<file path="src/rtl/wb_arbiter.sv">
// Round-robin Wishbone B4 pipelined arbiter: NM masters share one slave port.
// A grant lasts for the whole cyc; outstanding strobes are counted so acks only reach the owner.
module wb_arbiter #(
  parameter int unsigned NM      = 2,
  parameter int unsigned AW      = 16,
  parameter int unsigned DW      = 16,
  parameter int unsigned MAX_OUT = 4
) (
  input  logic             clk,
  input  logic             rst_n,
  input  logic [NM-1:0]    m_cyc,
  input  logic [NM-1:0]    m_stb,
  input  logic [NM-1:0]    m_we,
  input  logic [NM*AW-1:0] m_adr,
  input  logic [NM*DW-1:0] m_dat_m,
  output logic [DW-1:0]    m_dat_s,
  output logic [NM-1:0]    m_ack,
  output logic [NM-1:0]    m_stall,
  output logic             s_cyc,
  output logic             s_stb,
  output logic             s_we,
  output logic [AW-1:0]    s_adr,
  output logic [DW-1:0]    s_dat_m,
  input  logic [DW-1:0]    s_dat_s,
  input  logic             s_ack,
  input  logic             s_stall,
  output logic [NM-1:0]    gnt
);

  localparam int unsigned IW = (NM > 1) ? $clog2(NM) : 1;
  localparam int unsigned CW = $clog2(MAX_OUT + 1);

  typedef enum logic {IDLE = 1'b0, BUSY = 1'b1} state_e;

  state_e          state_q, state_d;
  logic [NM-1:0]   gnt_q, gnt_d;
  logic [IW-1:0]   last_q, last_d;  // in BUSY this is also the granted index
  logic [CW-1:0]   cnt_q, cnt_d;

  logic [IW-1:0]   winner;
  logic            any_req;
  logic            accept;
  logic            retire;
  logic            cnt_full;

  always_ff @(posedge clk or negedge rst_n) begin
    if (!rst_n) begin
      state_q <= IDLE;
      gnt_q   <= '0;
      last_q  <= IW'(NM - 1);
      cnt_q   <= '0;
    end else begin
      state_q <= state_d;
      gnt_q   <= gnt_d;
      last_q  <= last_d;
      cnt_q   <= cnt_d;
    end
  end

  assign cnt_full = (cnt_q == CW'(MAX_OUT));
  assign accept   = s_stb & ~s_stall;
  assign retire   = s_ack & (cnt_q != '0);

  // Next state: rotating-priority search from last+1, then outstanding-strobe tracking.
  always_comb begin
    int unsigned idx;
    state_d = state_q;
    gnt_d   = gnt_q;
    last_d  = last_q;
    cnt_d   = cnt_q;
    winner  = last_q;
    any_req = 1'b0;
    idx     = 0;
    for (int unsigned k = 1; k <= NM; k++) begin
      idx = 32'(last_q) + k;
      if (idx >= NM) idx = idx - NM;
      if (!any_req && m_cyc[IW'(idx)]) begin
        any_req = 1'b1;
        winner  = IW'(idx);
      end
    end
    case (state_q)
      IDLE: begin
        if (any_req) begin
          state_d = BUSY;
          gnt_d   = NM'(1) << winner;
          last_d  = winner;
          cnt_d   = '0;
        end
      end
      BUSY: begin
        if (!m_cyc[last_q]) begin
          state_d = IDLE;
          gnt_d   = '0;
          cnt_d   = '0;
        end else if (accept && !retire) begin
          cnt_d = cnt_q + CW'(1);
        end else if (!accept && retire) begin
          cnt_d = cnt_q - CW'(1);
        end
      end
      default: state_d = IDLE;
    endcase
  end

  // Outputs: combinational pass-through of the granted master while BUSY.
  always_comb begin
    s_cyc   = 1'b0;
    s_stb   = 1'b0;
    s_we    = 1'b0;
    s_adr   = '0;
    s_dat_m = '0;
    m_ack   = '0;
    m_stall = '1;
    if (state_q == BUSY) begin
      s_cyc           = m_cyc[last_q];
      s_stb           = m_stb[last_q] & m_cyc[last_q] & ~cnt_full;
      s_we            = m_we[last_q];
      s_adr           = m_adr[32'(last_q)*AW +: AW];
      s_dat_m         = m_dat_m[32'(last_q)*DW +: DW];
      m_stall[last_q] = s_stall | cnt_full;
      m_ack[last_q]   = s_ack & m_cyc[last_q];
    end
  end

  assign m_dat_s = s_dat_s;
  assign gnt     = gnt_q;

endmodule

</file>
<file path="config.mk">
export PLATFORM = sky130hd
export DESIGN_NAME = wb_arbiter
export DESIGN_NICKNAME = d
export VERILOG_FILES = /design/src/rtl/wb_arbiter.sv
export SDC_FILE = /design/constraint.sdc
export NUM_CORES = 1
export LEC_CHECK = 0
export ABC_AREA = 1
export CAP_MARGIN = 20
export CORE_MARGIN = 1
export CORE_UTILIZATION = 24
export CTS_CLUSTER_DIAMETER = 60
export CTS_CLUSTER_SIZE = 16
export DETAILED_ROUTE_END_ITERATION = 10
export HOLD_SLACK_MARGIN = 0.08
export MAX_ROUTING_LAYER = met4
export PLACE_DENSITY = 0.88
export SETUP_SLACK_MARGIN = 0.05
export SYNTH_ARGS = -nofsm -noshare
export SYNTH_HDL_FRONTEND = slang
export SYNTH_SLANG_ARGS = --single-unit
export TNS_END_PERCENT = 1
</file>
<file path="constraint.sdc">
create_clock -name clk -period 2.69 [get_ports clk]
set_input_delay 0.6725 -clock clk [delete_from_list [all_inputs] [get_ports clk]]
set_output_delay 0.6725 -clock clk [all_outputs]
set_load 0.02 [all_outputs]
</file>
# Word level (Yosys, flattened, before mapping)
# Index checks and enable logic that the tools add are counted.
# classes
bitwise_logic,12
reduce_logical,11
order_cmp,6
n_eq_ne,4
n_shift,3
n_mul,0
mux,36
n_div,0
n_addsub,6
# op_table
cell,count
variable part select 32 x 6 -> 16 bit,2
two-way mux 16 bit,2
two-way mux 1 bit,22
two-way mux 3 bit,4
two-way mux 2 bit,4
"less-than comparator 1 x 2 -> 1 bit, second input constant",3
case mux 3 bit (2 select lines),1
AND reduction 2 bit,3
bitwise AND 1 bit,5
logical AND 1 bit,4
"!= test 2 bit, second input constant",2
"!= test 4 x 2 -> 1 bit, second input constant",1
case mux 2 bit (2 select lines),1
"adder 1 x 2 -> 3 bit, second input constant",1
"adder 3 x 1 -> 3 bit, second input constant",1
"equality test 3 bit, second input constant",1
"greater-or-equal comparator 3 x 2 -> 1 bit, second input constant",1
zero test 1 bit,3
inverter 1 bit,3
nonzero test 3 bit,1
"subtractor 3 x 1 -> 3 bit, second input constant",1
"adder 1 x 1 -> 2 bit, second input constant",1
bitwise AND 2 bit,1
"greater-or-equal comparator 2 bit, second input constant",1
8 further kinds,9
# word_totals
in_bits,90
ff_bits,7
wordCells,82
latchBits,0
mem_bits_rw,0
memories,0
rom_bits,0
output_inout_bits,57

# Depth between registers and ports, before layout
# logic_depth
depth_word,12
ltp_mapped,16
mapped_depth_nobuf,15

# Worst setup path after synthesis
# OpenSTA, ideal clock, no wires.
# synth_path
path_kind,input to register
from,in m_cyc[1]
to,reg cnt_q[1]
t_required_ps,2614
path_buffers,0
setup_ps,76
arrival_ps,2025
path_slack_ps,589
path_stages,11
path_cell_list,inv_1 nand2_2 nand2_4 nor2_8 nand2_1 nor3_2 ha_1 fa_1 inv_1 nand2_1 o21ai_1
# synth_between
elab_chain_cells,10
elab_cells_between_ends,23
cone_classes,eq/ne (2); mux (12); bitwise (3); reduce/logical (6)
# synth_rtl
item,line_no,rtl
from (decl),11,"input logic [NM-1:0] m_cyc,"
two-way mux 1 bit (implied by the code) (2 in series),"92, 117",
bitwise AND 1 bit (2 in series),117,s_stb = m_stb[last_q] & m_cyc[last_q] & ~cnt_full;
two-way mux 1 bit,115,if (state_q == BUSY) begin
bitwise AND 1 bit,61,assign accept = s_stb & ~s_stall;
logical AND 1 bit / zero test 1 bit (equally long branches),"96, 98",
two-way mux 3 bit / logical AND 1 bit (equally long branches),"96, 98",
two-way mux 3 bit / != test 4 x 2 -> 1 bit (equally long branches),-,
case mux 3 bit (2 select lines) / AND reduction 2 bit (equally long branches),-,
to (signal assigned),56,cnt_q <= cnt_d;
to (decl),38,"logic [CW-1:0] cnt_q, cnt_d;"
# Parallel ways exist; a longest one is shown, timed or not. The select of a mux whose other input is x is not followed.
# A chain may end at the register's enable or synchronous reset.

# Worst setup path after layout
# layout_path
from,in s_stall
to,out m_stall[0]
# layout_between
elab_chain_cells,3
# layout_rtl
item,line_no,rtl
from (decl),26,"input logic s_stall,"
bitwise OR 1 bit,121,m_stall[last_q] = s_stall | cnt_full;
bitwise OR 2 bit (no source line),-,
two-way mux 2 bit,115,
to (decl),18,"output logic [NM-1:0] m_stall,"
# No other way between the ends.

==> flow_results.org <==
** Critical path
- Data required time at the worst endpoint :: 2.02 ns
- Classification of the worst setup path :: input pin to primary output
- The critical path starts at s_stall.
- For the worst setup path, the data arrival time is roughly 1.9 ns.
- Launching point of the worst reg2reg path :: last_q
- Cell with the most instances on the worst path :: clkdlybuf4s50_1
- Worst-path maximum fanout :: 2
- For the worst flop-to-flop path, the logic depth is 11.
- The worst setup path is launched from an input pin.
- Slowest Stage Delay on Critical Path :: roughly 0.6 ns
- Ordered list of cells on the worst path :: clkdlybuf4s50_1, nor2_1, nand2_1, clkdlybuf4s50_1
- Max stage delay cell, worst path :: clkdlybuf4s50_1
- Cell family contributing the most delay on the critical path :: buffers and inverters
- Counting both buffers and inverters, the worst setup path holds a total of 2.
- The worst setup path is captured at a primary output.
- The critical path runs through a total of 4 cells.

** CTS
- The later pin in the worst-skew pair is clocked with a latency of 0.22 ns.
- In this run, post-CTS hold repair placed 0 buffers.
- Clock tree synthesis inserted a total of 3 buffers.
- In this run the number of H-tree levels came out at 1.
- Number of sinks handled by clock tree synthesis :: 7
- The clock passes through at most 2 buffers.
- Post-CTS clock slew at the launch and capture registers of the worst setup and hold paths :: ~0.04 ns
- Clk root buf :: clkbuf_8
- CTS tree :: built

** Yosys
- Synth unique cells :: 23
- After synthesis, the cell types taking the most area are a22o_1 (29%), buf_4 (16%), dfrtp_1 (15%).
- The largest total area in the synthesized netlist belongs to a22o_1.
- Gate count after technology mapping :: 135
- Each instance of the synthesized netlist takes up on average about 7.5 um^2.
- Cell Area, Synth :: approximately 0.0010 mm^2
- During synthesis, Yosys emitted a total of 0 warnings.
- Part of the Yosys area used for sequential elements :: 0.175
- After synthesis the netlist holds a flip-flop and latch count of 7.
- The share of synthesized area in the top cell type comes to 0.287.
- Nets in the synthesized netlist :: approximately 230

** Die
- Area of the die :: 0.00445 mm^2
- Top-Level Pins :: 147
- The floorplan has 23 rows.
- The die is 66.7 um wide.
- The initial utilization of the core area, before any placement, comes to 0.251.
- Die boundary height :: ~67 um
- Placeable core region :: 0.00400 mm^2

** Detailed routing
- In the routed layout, each cell is associated on average with a via count of about 4.7.
- Pre-Repair DR Iteration Count :: 4
- The first routing iteration left 56 violations.
- Routed WL :: slightly above 4000 um
- Met1 layer wirelength in the final routing :: 1600 um
- The routed design uses between 400 and 500 um of met3 wire.
- In this run the remaining antenna-violating nets after routing total 0.
- Via total after detailed routing :: about 1,400
- Residual DRC count :: 0
- Top layer in use :: met4
- After detailed routing, the average wire length per cell comes to 14.3 um.
- Sum of met2 wire segment lengths after detailed routing :: 1970 um

** Layout
- Excluding fillers, the count of instances in the completed layout stands at roughly 290.
- Final antenna diode count :: 0
- Share of post-route cells with drive strength above 1 :: 0.105
- In the final design database the tool counted 331 nets.
- The library cells used most frequently in the layout, excluding fill and tap cells, are clkdlybuf4s50_1 (76), dlygate4sd2_1 (35), a22o_1 (33), nand2_1 (32), inv_1 (9).
- Once layout is complete, the utilization of the core stands at 0.525.
- Relative to the synthesized area, the layout overhead comes to 109%.
- Leaving out fill and tap cells, the most frequent cell in the layout is clkdlybuf4s50_1.

** Placement
- The HPWL after detailed placement is roughly 3300 um.
- Worst Setup Slack post-DPL :: -0.296 ns
- Routability-driven placement finished with a final weighted congestion of 0.878.
- PortBufs :: between 100 and 150
- Number of placed cells counting well taps :: 283

** Global routing
- Remaining Overflow, GRT :: 0
- Pin count of the biggest net entering global routing :: 35
- Overall Global Routing Usage :: 0.172
- The first global-routing pass estimated between 5000 and 6000 um of wire.
- Number of antenna violations at the first check in global routing :: 0
- Via count of the first global-routing pass :: about 1,200

** Timing
- Count of pins over their slew limit :: 0
- Worst slew margin :: 0.716
- Of the available clock period, the critical path in the final layout requires 0.958.
- Post-route worst setup slack :: ~0.11 ns
- Setup total negative slack on the finished layout was measured at 0 ns.
- The number of failing hold endpoints at the final stage came to 0.
- Setup repair after global routing could not meet its margin everywhere.
- Transition time at the pin with the least slew margin :: between 0.4 and 0.5 ns
- Max Clk Rate :: between 0.3 and 0.4 GHz
- Across the routed clock network, the largest skew measured is 0.00151 ns.
- The clock period could shrink to between 2 and 3 ns.
- Setup violations remaining at the end of the flow were counted as 0.

** Pwr
- Power, Total :: about 0.0021 W
- IR drop worst, VDD :: around 470 uV
- For this design the ratio of total power to cell area is 978 mW/mm^2.
- For this design the static power due to leakage is ~1 nW.

** Job
- Across the run, the number of max-cap violations was 0.

** Run status
- The run finished with clean final reports.

** Min path
- Hold Path Stages :: 2
- Type of the most critical hold path :: flop to flop
- Hold Startpoint :: cnt_q[1]
[cells in the mapped netlist]
library cell,count
fa_1,1
o211ai_1,1
dfstp_2,1
nor3_2,1
a22o_1,33
dfrtp_1,6
inv_1,9
inv_4,1
nand2_1,32
nand2_4,1
ha_1,1
a21boi_1,1
nand2_2,3
nor2_8,1
o21ai_0,2
buf_4,22
nand3_1,5
nor2_4,1
o21ai_1,3
buf_6,1
inv_2,3
nor2_1,5
nor3_1,1
[layer usage]
layer / vias up / GRT usage
li1: 663 / -
met1: 614 / 0.183
met2: 69 / 0.308
met3: 11 / 0.0394
met4: 0 / 0.0612
met5: - / -
[layout make-up]
cell class              count  area [um^2]
repair buffers            121         1150
multi-input cells          93          613
inverters                  13         51.3
fillers                   398         1900
clock buffers               4         45.0
well taps                  50         62.6
flip-flops and latches      7          176
[kinds of logic (layout without fill, tap and decap cells)]
group | after synthesis | in the layout | synth area share
buffers and inverters | 36 | 138 | 0.226
flip-flops | 7 | 7 | 0.175
AO/OA/AOI/OAI | 40 | 40 | 0.327
adder cells (fa/ha/maj) | 2 | 2 | 0.0323
AND/OR/NAND/NOR | 50 | 51 | 0.239
[where the power goes]
group          leakage, nW  switching [W]  internal [W]
Clock               0.0228      0.0000422      0.000102
Combinational        0.917       0.000971      0.000723
Sequential          0.0864      0.0000569      0.000159
Total                 1.03        0.00107      0.000984
[final timing paths]
check,end,slack (ns)
min,cnt_q[1],0.49
max in group asynchronous,last_q,1.70
max,m_stall[0],0.11
min reg2reg,cnt_q[1],0.49
max reg2reg,cnt_q[1],0.54
min in group asynchronous,cnt_q[2],0.70
[state kept, by name (all words and copies together), names as in the netlist]
| signal | count |
|---|---|
| cnt_q | 3 |
| gnt | 2 |
| state_q | 1 |
| last_q | 1 |
[metrics by stage]
stage	area (um^2)	hold slack, ns
after floorplan	1010	0.377
after global placement	2100	0.475
after detailed placement	2100	0.485
after CTS	2100	0.494
after global routing	2100	0.524
final	2100	0.490
[worst reg2reg max path, cell delays in order, from the launching register on]
cell and delay, ns:
dfstp_2 0.70, inv_4 0.09, nand2_2 0.09, nand2_4 0.07
nor2_8 0.08, nand2_1 0.08, nor3_2 0.12, ha_1 0.20
fa_1 0.41, inv_1 0.06, nand2_1 0.05, o21ai_1 0.13
[what timing repair did]
item	4_1_cts	5_1_grt
pin swaps	1	0
gates resized for setup	43	2
gates cloned	1	0
endpoints found under the setup margin	38	3
buffers inserted	0	0
No activity file was read; power rests on OpenSTA's default activity.
